<file path="config.mk">
export PLATFORM = sky130hd
export DESIGN_NAME = seed_round_ctrl_flat
export DESIGN_NICKNAME = d
export VERILOG_FILES = /design/src/rtl/seed_pkg.sv /design/src/rtl/seed_round_ctrl_if.sv /design/src/rtl/seed_clk_en_gen.sv /design/src/rtl/seed_round_ctrl.sv /design/src/flat_wrapper.sv
export SDC_FILE = /design/constraint.sdc
export NUM_CORES = 1
export LEC_CHECK = 0
export CAP_MARGIN = 15
export CORE_ASPECT_RATIO = 1.2
export CORE_MARGIN = 5
export CORE_UTILIZATION = 30
export CTS_CLUSTER_DIAMETER = 100
export DETAILED_ROUTE_END_ITERATION = 8
export PLACE_DENSITY = 0.58
export REMOVE_ABC_BUFFERS = 1
export SKIP_LAST_GASP = 1
export SLEW_MARGIN = 40
export SYNTH_ARGS = -nofsm -noshare
export SYNTH_HDL_FRONTEND = slang
export SYNTH_SLANG_ARGS = --single-unit
export TNS_END_PERCENT = 30
</file>
<file path="constraint.sdc">
create_clock -name clk -period 2 [get_ports clk]
set_clock_uncertainty 0.05 [all_clocks]
set_input_delay 0.4 -clock clk [delete_from_list [all_inputs] [get_ports clk]]
set_output_delay 0.4 -clock clk [all_outputs]
set_load 0.01 [all_outputs]
</file>
<file path="src/rtl/seed_pkg.sv">
// -----------------------------------------------------------------------------
// seed_pkg
// Shared definitions for the SEED round sequencer: round count, round-index
// width, default F timeout and the controller state encoding.
// -----------------------------------------------------------------------------
package seed_pkg;

  localparam int SEED_NUM_ROUNDS = 16;
  localparam int SEED_RND_W      = 4;
  localparam int SEED_F_TIMEOUT  = 63;

  typedef enum logic [2:0] {
    IDLE,
    WAIT_KEY,
    LAUNCH,
    RUN,
    SYNC,
    DONE
  } seed_state_e;

endpackage : seed_pkg

</file>
<file path="src/rtl/seed_round_ctrl_if.sv">
// -----------------------------------------------------------------------------
// seed_round_ctrl_if
// Handshake / control bundle between the SEED round sequencer and the rest of
// the datapath (block source, key schedule, F function, round registers and
// ciphertext consumer).
//   master : the sequencer (drives blk_ready, f_go, start_f, clk_en, sync,
//            Rounds, sk_idx, out_valid, err)
//   slave  : the surrounding datapath (drives blk_valid, key_ready, f_done,
//            out_ready and, when SEED_DECRYPT_EN is defined, dec)
// Optional feature macro: SEED_DECRYPT_EN adds the dec signal.
// -----------------------------------------------------------------------------
interface seed_round_ctrl_if
  import seed_pkg::*;
#(
  parameter int RND_W = SEED_RND_W
);

  logic             blk_valid;
  logic             blk_ready;
  logic             key_ready;
  logic             f_done;
  logic             f_go;
  logic             start_f;
  logic             clk_en;
  logic             sync;
  logic [RND_W-1:0] Rounds;
  logic [RND_W-1:0] sk_idx;
  logic             out_valid;
  logic             out_ready;
  logic             err;
`ifdef SEED_DECRYPT_EN
  logic             dec;
`endif

  modport master (
    input  blk_valid, key_ready, f_done, out_ready,
`ifdef SEED_DECRYPT_EN
    input  dec,
`endif
    output blk_ready, f_go, start_f, clk_en, sync, Rounds, sk_idx,
           out_valid, err
  );

  modport slave (
    output blk_valid, key_ready, f_done, out_ready,
`ifdef SEED_DECRYPT_EN
    output dec,
`endif
    input  blk_ready, f_go, start_f, clk_en, sync, Rounds, sk_idx,
           out_valid, err
  );

endinterface : seed_round_ctrl_if

</file>
<file path="src/rtl/seed_clk_en_gen.sv">
// -----------------------------------------------------------------------------
// seed_clk_en_gen
// Free-running divide-by-two enable for the round registers. Low on the first
// cycle after reset, then 1,0,1,... regardless of controller state.
//   clk      in  clock
//   reset_n  in  synchronous active-low reset
//   clk_en_o out enable pulse to the round registers
//   phase_o  out same phase as clk_en_o; the sequencer's view of the capture
//                cycle (kept separate so the FSM does not depend on the bus)
// -----------------------------------------------------------------------------
module seed_clk_en_gen (
  input  logic clk,
  input  logic reset_n,
  output logic clk_en_o,
  output logic phase_o
);

  logic en_q;

  always_ff @(posedge clk) begin
    if (!reset_n) begin
      en_q <= 1'b0;
    end else begin
      en_q <= ~en_q;
    end
  end

  assign clk_en_o = en_q;
  assign phase_o  = en_q;

endmodule : seed_clk_en_gen

</file>
<file path="src/rtl/seed_round_ctrl.sv">
// -----------------------------------------------------------------------------
// seed_round_ctrl
// Round sequencer for the SEED Feistel datapath. Accepts a block, waits for
// the key schedule, launches F once per round, aligns each round capture to a
// clk_en cycle, counts NUM_ROUNDS rounds and hands the result over through a
// valid/ready handshake. A missing f_done after F_TIMEOUT RUN cycles sets the
// sticky err flag and returns to IDLE (F_TIMEOUT = 0 disables the check).
// Ports:
//   clk      in  clock
//   reset_n  in  synchronous active-low reset
//   bus      seed_round_ctrl_if.master (see the interface file for signals)
// Optional feature macro: SEED_DECRYPT_EN -- samples bus.dec on block accept
// and reverses the subkey order (sk_idx = NUM_ROUNDS-1-Rounds) when set.
// -----------------------------------------------------------------------------
module seed_round_ctrl
  import seed_pkg::*;
#(
  parameter int NUM_ROUNDS = SEED_NUM_ROUNDS,
  parameter int RND_W      = SEED_RND_W,
  parameter int F_TIMEOUT  = SEED_F_TIMEOUT
) (
  input  logic               clk,
  input  logic               reset_n,
  seed_round_ctrl_if.master  bus
);

  localparam int               TO_W     = (F_TIMEOUT > 1) ? $clog2(F_TIMEOUT) : 1;
  localparam logic [TO_W-1:0]  TO_LAST  = TO_W'((F_TIMEOUT > 0) ? F_TIMEOUT - 1 : 0);
  localparam logic [RND_W-1:0] RND_LAST = RND_W'(NUM_ROUNDS - 1);

  logic phase;

  seed_clk_en_gen u_clk_en_gen (
    .clk      (clk),
    .reset_n  (reset_n),
    .clk_en_o (bus.clk_en),
    .phase_o  (phase)
  );

  seed_state_e      state_q,  state_d;
  logic [RND_W-1:0] rounds_q, rounds_d;
  logic [TO_W-1:0]  to_cnt_q, to_cnt_d;
  logic             err_q,    err_d;
  logic             blk_ready_q, f_go_q, start_f_q, sync_q, out_valid_q;
`ifdef SEED_DECRYPT_EN
  logic             dec_q,    dec_d;
`endif

  // Next-state logic. Outputs are decoded from state_d and registered below,
  // so every output is a flop that changes together with the state.
  always_comb begin
    // NOTE: every variable gets a default before the case; a path that left
    // one unassigned would infer a latch.
    state_d  = state_q;
    rounds_d = rounds_q;
    to_cnt_d = to_cnt_q;
    err_d    = err_q;
`ifdef SEED_DECRYPT_EN
    dec_d    = dec_q;
`endif
    unique case (state_q)
      IDLE: begin
        rounds_d = '0;
        to_cnt_d = '0;
        if (bus.blk_valid) begin
          state_d = WAIT_KEY;
`ifdef SEED_DECRYPT_EN
          dec_d   = bus.dec;
`endif
        end
      end
      WAIT_KEY: begin
        if (bus.key_ready) state_d = LAUNCH;
      end
      LAUNCH: begin
        state_d  = RUN;
        to_cnt_d = '0;
      end
      RUN: begin
        // f_done takes priority over a timeout expiring on the same cycle.
        if (bus.f_done) begin
          state_d = SYNC;
        end else if ((F_TIMEOUT != 0) && (to_cnt_q == TO_LAST)) begin
          err_d    = 1'b1;
          state_d  = IDLE;
          rounds_d = '0;
        end else begin
          to_cnt_d = to_cnt_q + 1'b1;
        end
      end
      SYNC: begin
        // Leave only on the capture cycle so the round regs see sync&clk_en.
        if (phase) begin
          if (rounds_q == RND_LAST) begin
            state_d = DONE;
          end else begin
            rounds_d = rounds_q + 1'b1;
            state_d  = LAUNCH;
          end
        end
      end
      DONE: begin
        if (bus.out_ready) begin
          state_d  = IDLE;
          rounds_d = '0;
        end
      end
      default: begin
        state_d  = IDLE;
        rounds_d = '0;
      end
    endcase
  end

  always_ff @(posedge clk) begin
    // NOTE: state elements use non-blocking assignments so all flops update
    // from the same pre-edge values.
    if (!reset_n) begin
      state_q     <= IDLE;
      rounds_q    <= '0;
      to_cnt_q    <= '0;
      err_q       <= 1'b0;
      blk_ready_q <= 1'b1;
      f_go_q      <= 1'b0;
      start_f_q   <= 1'b0;
      sync_q      <= 1'b0;
      out_valid_q <= 1'b0;
`ifdef SEED_DECRYPT_EN
      dec_q       <= 1'b0;
`endif
    end else begin
      state_q     <= state_d;
      rounds_q    <= rounds_d;
      to_cnt_q    <= to_cnt_d;
      err_q       <= err_d;
      blk_ready_q <= (state_d == IDLE);
      f_go_q      <= (state_d == LAUNCH);
      start_f_q   <= (state_d == LAUNCH) || (state_d == RUN) ||
                     (state_d == SYNC)   || (state_d == DONE);
      sync_q      <= (state_d == SYNC);
      out_valid_q <= (state_d == DONE);
`ifdef SEED_DECRYPT_EN
      dec_q       <= dec_d;
`endif
    end
  end

  assign bus.blk_ready = blk_ready_q;
  assign bus.f_go      = f_go_q;
  assign bus.start_f   = start_f_q;
  assign bus.sync      = sync_q;
  assign bus.out_valid = out_valid_q;
  assign bus.err       = err_q;
  assign bus.Rounds    = rounds_q;

`ifdef SEED_DECRYPT_EN
  assign bus.sk_idx = dec_q ? (RND_LAST - rounds_q) : rounds_q;
`else
  assign bus.sk_idx = rounds_q;
`endif

endmodule : seed_round_ctrl
</file>
<file path="src/flat_wrapper.sv">
// flat-port wrapper written by rule: the top's interface ports become plain ports
module seed_round_ctrl_flat import seed_pkg::*;
#(
  parameter int NUM_ROUNDS = SEED_NUM_ROUNDS,
  parameter int RND_W      = SEED_RND_W,
  parameter int F_TIMEOUT  = SEED_F_TIMEOUT
)
  (clk, reset_n, bus_blk_valid, bus_key_ready, bus_f_done, bus_out_ready, bus_blk_ready, bus_f_go, bus_start_f, bus_clk_en, bus_sync, bus_Rounds, bus_sk_idx, bus_out_valid, bus_err);
  seed_round_ctrl_if #(.RND_W(RND_W)) bus_i ();
  input  logic clk;
  input  logic reset_n;
  input wire logic [$bits(bus_i.blk_valid)-1:0] bus_blk_valid;
  input wire logic [$bits(bus_i.key_ready)-1:0] bus_key_ready;
  input wire logic [$bits(bus_i.f_done)-1:0] bus_f_done;
  input wire logic [$bits(bus_i.out_ready)-1:0] bus_out_ready;
  output wire logic [$bits(bus_i.blk_ready)-1:0] bus_blk_ready;
  output wire logic [$bits(bus_i.f_go)-1:0] bus_f_go;
  output wire logic [$bits(bus_i.start_f)-1:0] bus_start_f;
  output wire logic [$bits(bus_i.clk_en)-1:0] bus_clk_en;
  output wire logic [$bits(bus_i.sync)-1:0] bus_sync;
  output wire logic [$bits(bus_i.Rounds)-1:0] bus_Rounds;
  output wire logic [$bits(bus_i.sk_idx)-1:0] bus_sk_idx;
  output wire logic [$bits(bus_i.out_valid)-1:0] bus_out_valid;
  output wire logic [$bits(bus_i.err)-1:0] bus_err;
  assign bus_i.blk_valid = bus_blk_valid;
  assign bus_i.key_ready = bus_key_ready;
  assign bus_i.f_done = bus_f_done;
  assign bus_i.out_ready = bus_out_ready;
  assign bus_blk_ready = bus_i.blk_ready;
  assign bus_f_go = bus_i.f_go;
  assign bus_start_f = bus_i.start_f;
  assign bus_clk_en = bus_i.clk_en;
  assign bus_sync = bus_i.sync;
  assign bus_Rounds = bus_i.Rounds;
  assign bus_sk_idx = bus_i.sk_idx;
  assign bus_out_valid = bus_i.out_valid;
  assign bus_err = bus_i.err;
  seed_round_ctrl #(.NUM_ROUNDS(NUM_ROUNDS), .RND_W(RND_W), .F_TIMEOUT(F_TIMEOUT)) u_core (.clk(clk), .reset_n(reset_n), .bus(bus_i));
endmodule
</file>
==> After elaboration in Yosys (flattened, before gate mapping) <==
Cells that the tools add are included.
Widths: inputs -> output; s select.
{ "word_totals": {"elab_cells": 60, "mem_bits_rw": 0, "input_bits": 6, "mem_bits_ro": 0, "regBits": 20, "latchBits": 0, "output_inout_bits": 15, "n_memories": 0} }
{ "classes": {"shift": 0, "addsub": 2, "n_eq_ne": 17, "multipliers": 0, "n_div": 0, "magnitude_cmp": 0, "n_bitwise": 3, "n_reduce_logical": 11, "n_mux": 17} }
{ "ops": {"columns": ["op", "count"], "rows": [
  ["$mux 3", 7],
  ["$mux 4", 5],
  ["$pmux 3 s6", 1],
  ["$pmux 4 s4", 1],
  ["$eq 3x2->1 const B", 4],
  ["$eq 3x3->1 const B", 4],
  ["$mux 6", 2],
  ["$pmux 6 s2", 1],
  ["$ne 2x2->1 const B", 5],
  ["$add 6x1->6 const B", 1],
  ["$eq 6x6->1 const B", 1],
  ["$logic_not 3->1", 2],
  ["$reduce_and 3->1", 2],
  ["$reduce_and 6->1", 1],
  ["$add 4x1->4 const B", 1],
  ["$eq 4x4->1 const B", 1],
  ["$reduce_or 2->1", 2],
  ["$eq 3x1->1 const B", 1],
  ["$logic_or 1x1->1", 3],
  ["$not 1->1", 3],
  ["$ne 2x1->1 const B", 1],
  ["$reduce_bool 2->1", 1]
]} }

==> Depth between registers and ports, before layout <==
{ "depth": {"ltp_word": 8, "mapped_depth": 7, "depth_no_buf": 6} }

==> By module <==
Synthesis repeated with hierarchy kept, for this count alone.
{ "hier_totals": {"hier_cells": 124, "area_unflattened_um2": 1078.5} }
{ "by_module_without_submodules": {"columns": ["module", "n_inst", "cells_per_inst", "area_each_um2"], "rows": [
  ["seed_round_ctrl", 1, 121, 1037.2],
  ["seed_clk_en_gen", 1, 3, 41.3]
]} }

==> Worst setup path before layout <==
Ideal clock, no wire load.
{ "synth_timing": {"path_type": "reg2reg", "start": "register u_core.rounds_q[0] (netlist: u_core.bus.Rounds[0])", "end": "register u_core.blk_ready_q (netlist: u_core.bus.blk_ready)", "path_stages_with_launch": 6, "period_less_slack_ns": 1.737, "n_path_buf": 0, "arrival_ns": 1.570, "path_slack_ns": 0.263, "cell_sequence": "dfxtp_1 > ha_1 > nand3_2 > or4b_4 > a31oi_4 > nor4_1"} }
{ "synth_via": {"elab_chain_cells": 5} }
{ "synth_lines": {"columns": ["item", "line", "text"], "rows": [
  ["start: declaration", "seed_round_ctrl.sv:41", "logic [RND_W-1:0] rounds_q, rounds_d;"],
  ["start signal: assignment", "seed_round_ctrl.sv:133", "rounds_q <= rounds_d;"],
  ["$eq 4x4->1", "seed_round_ctrl.sv:94", "if (rounds_q == RND_LAST) begin"],
  ["$mux 3", "seed_round_ctrl.sv:94", null],
  ["$mux 3", "seed_round_ctrl.sv:93", "if (phase) begin"],
  ["$pmux 3 s6", "seed_round_ctrl.sv:61", "unique case (state_q)"],
  ["$logic_not 3->1", "seed_round_ctrl.sv:136", "blk_ready_q <= (state_d == IDLE);"],
  ["end signal: assignment", "seed_round_ctrl.sv:136", null],
  ["end: declaration", "seed_round_ctrl.sv:44", "logic blk_ready_q, f_go_q, start_f_q, sync_q, out_valid_q;"]
]} }
No other way between the ends.
A chain may end at the register's enable or synchronous reset.

==> Worst setup path in the final report <==
{ "layout_timing": {"start": "register u_core.u_clk_en_gen.en_q (netlist: u_core.u_clk_en_gen.clk_en_o)", "end": "output bus_clk_en"} }
{ "layout_rtl": {"columns": ["item", "line", "text"], "rows": [
  ["start: declaration", "seed_clk_en_gen.sv:18", "logic en_q;"],
  ["start signal: assignment", "seed_clk_en_gen.sv:24", "en_q <= ~en_q;"],
  ["end: declaration", "flat_wrapper.sv:19", "output wire logic [$bits(bus_i.clk_en)-1:0] bus_clk_en;"]
]} }
No word-level cell between the ends.

==> results.txt <==
The run finished with clean final reports. The instance count on the critical path is 1. The number of flip-flops in the largest register came out at 6. The site row count came out at 24. The fraction of synthesized cell area taken by the top area cell type is 36.4%. The register with the most flip-flops in the final layout is u_core.to_cnt_q. In this run the most used layer during global routing was met2. Entering global routing, the biggest net connects 15 pins. The signed area change from the synthesized netlist to the final layout came out at 23.1%. IR analysis of the VDD net gives a maximum drop of 0.000227 V.

The top-level port count is 21. The first global-routing pass estimated 4.49 mm of wire. The overall power after layout is 0.802 mW. On the worst path, the slowest cell contributes a delay of 0.61 ns. The final setup TNS is 0 ns. Together, buffers and inverters on the worst path number 1. The number of global-route vias before repair came out at 1016.

The multi-input combinational cells in the finished layout cover a total of 608 sq um. In the final routed layout, each cell accounts on average for 13.1 microns. The number of instances in the synthesized netlist came out at 126. The routed layout has 957 vias.

TritonCTS built the clock tree. Walking the worst path, the cells encountered are clkdlybuf4s50_1. The overall track demand over capacity in global routing came out at 11.1%.

The die height is 76.4 microns. For this design, the CTS-stage hold fixing added 0 buffers. The cell area after synthesis came out at 1100 sq um. The type of the worst setup path is reg2out. The die is 65.3 microns wide.

The max-slew headroom at the worst pin came out at 66.2%. In the layout the commonest cells are clkdlybuf4s50_1, dfxtp_1, nand2_1. The number of warning messages in the yosys log is 0. The number of stages on the worst hold path is 2.

The clock transition at the registers of the reported paths is 0.07 ns. The number of placed cells counting well taps came out at 179. The CTS buffer count is 3.

The count of nets left with antenna violations after detail routing is 0. The power density normalized to cell area is 592 nW/um^2. For this run, the share of the core covered by cells in the final layout is 37.6%.

For the worst-skew pair, the clock arrives at the later sink with an insertion delay of 0.25 ns. For this run, design rule violations remaining after detail routing come to 0. The full die area is 4990 sq um.

The number of antenna violations at the first check in global routing is 0. The global-route met3 utilization is 2.36%. The core region is 3600 sq um. The worst setup path is captured at an output port. The number of sinks on the clock net is 20. The number of fill cells is 374.

The filler-free cell count of the finished design came out at 182. Before antenna repair, the detailed router went through 4 iterations. The met2 routing resource usage after global routing is 19.1%. In this run the post-CTS setup repair buffer count came out at 0.

The final-report setup violation count came out at 0. Based on the critical path, the design can be clocked at up to 551 MHz. The depth of the CTS H-tree came out at 1.

The total wirelength of the detailed-routed design is 2.39 mm. Summed over all nets, the half-perimeter wirelength after detailed placement is 1.87 mm. Setup repair after global routing left no endpoint under its margin. The routed via count divided by cell count is 5.26. The share of the yosys chip area belonging to registers is 36.4%. The worst hold margin came out at 0.444 ns. The fraction of final layout cells with drive strength greater than 1 came out at 10.5%.

The maximum fanout along the worst path is 10. The shortest period the worst path allows is 1.82 ns. The critical path data arrival time came out at 1.37 ns. The mean area per synthesized cell came out at 8.74 sq um. The tightest min-delay check is of the reg2reg type. The number of hold violations in the final report came to 0. The sequential cell area is 400 sq um. The violation count after the first detailed-route iteration is 44. The required time at the worst-slack endpoint came out at 1.55 ns. The clock passes through at most 2 buffers. The net count reported at finish is 154. The cell with the biggest individual delay on the critical path is clkdlybuf4s50_1. The kind of cell with the highest combined delay along the critical path is buffers and inverters.

The number of different library cells used by synthesis comes to 45. The length in cells of the worst reg-to-reg path is 5. The number of cells upsized or downsized after cts is 0. The leakage power came out at 0.469 nW.

In the global route stage, met1 resource usage came out at 13.4%. The actual slew at the worst max-slew pin is 0.503 ns. The effective utilization at floorplan is 30.6%. After synthesis the netlist holds a flip-flop and latch count of 20. The worst setup path is launched from a register. The placer congestion estimate is 0.795. The most area-hungry cell type in the Yosys netlist is dfxtp_1.

The cell sitting at the root of the clock tree is a clkbuf_8. After layout, the worst path uses 90.8% of the clock period. The total overflow left after global routing is 0.

Max-cap violations in this run came to 0. 0 antenna diodes ended up in the layout. By area the synthesized netlist is led by dfxtp_1, a21oi_1, nand3_1.

The max-slew violation total from the final report is 0. The count of input and output buffers came out at 20.
-- area by class of cell --
type	instances	area share, %
Timing Repair Buffer	24	17.0
Clock buffer	3	3.05
Tap cell	39	3.60
Sequential cell	20	29.5
Inverter	7	1.94
Multi-Input combinational cell	89	44.9
-- path summary, 6_finish.rpt --
| check | endpoint | startpoint | slack, ns |
|---|---|---|---|
| min | u_core.bus.err$_SDFFE_PN0P_ | u_core.bus.err$_SDFFE_PN0P_ | 0.44 |
| max reg2reg | u_core.bus.blk_ready$_SDFF_PN1_ | u_core.bus.Rounds[1]$_SDFFE_PN0P_ | 0.22 |
| max | bus_clk_en | u_core.u_clk_en_gen.clk_en_o$_SDFF_PN0_ | 0.18 |
| min reg2reg | u_core.bus.err$_SDFFE_PN0P_ | u_core.bus.err$_SDFFE_PN0P_ | 0.44 |
-- per-layer routing --
metal	vias to the layer above	routed length [microns]
li1	487	-
met1	458	1130
met2	10	1200
met3	2	47
met4	0	15
met5	-	0
-- Yosys cell counts, drive strengths merged --
library cell	instances
dfxtp	20
nand2	10
nand3	10
o21ai	10
nor2	9
a21oi	8
buf	8
inv	7
a21o	3
ha	3
or3	3
clkbuf	2
nand2b	2
nand3b	2
nor4	2
o21bai	2
o31ai	2
or3b	2
a211oi	1
a21boi	1
a2bb2oi	1
a31oi	1
a41oi	1
and2	1
and3b	1
and4b	1
mux2	1
mux2i	1
nand4bb	1
nor2b	1
nor3	1
nor3b	1
o2111ai	1
o211ai	1
o2bb2ai	1
o31a	1
o32a	1
or4	1
or4b	1
-- power breakdown --
group	leakage [nW]	internal (mW)	total (mW)	switching (mW)
combinational	0.285	0.0599	0.113	0.0531
sequential	0.162	0.410	0.429	0.0186
clock	0.0216	0.134	0.260	0.126
-- metrics by stage --
stage / cell area [sq um] / setup WS (ns)
2_1_floorplan: 1030 / 0.195
3_3_place_gp: 1310 / 0.0907
3_5_place_dp: 1310 / 0.0461
4_1_cts: 1360 / 0.175
5_1_grt: 1360 / 0.0973
6_report: 1360 / 0.185
-- logic make-up after synthesis --
kind of cell,synth area share (%)
adder cells (fa/ha/maj),3.41
AND/OR/NAND/NOR,26.5
buffers and inverters,8.41
multiplexers,1.93
AO/OA/AOI/OAI,23.4
flip-flops,36.4
Power figures use the tool's default switching activity.
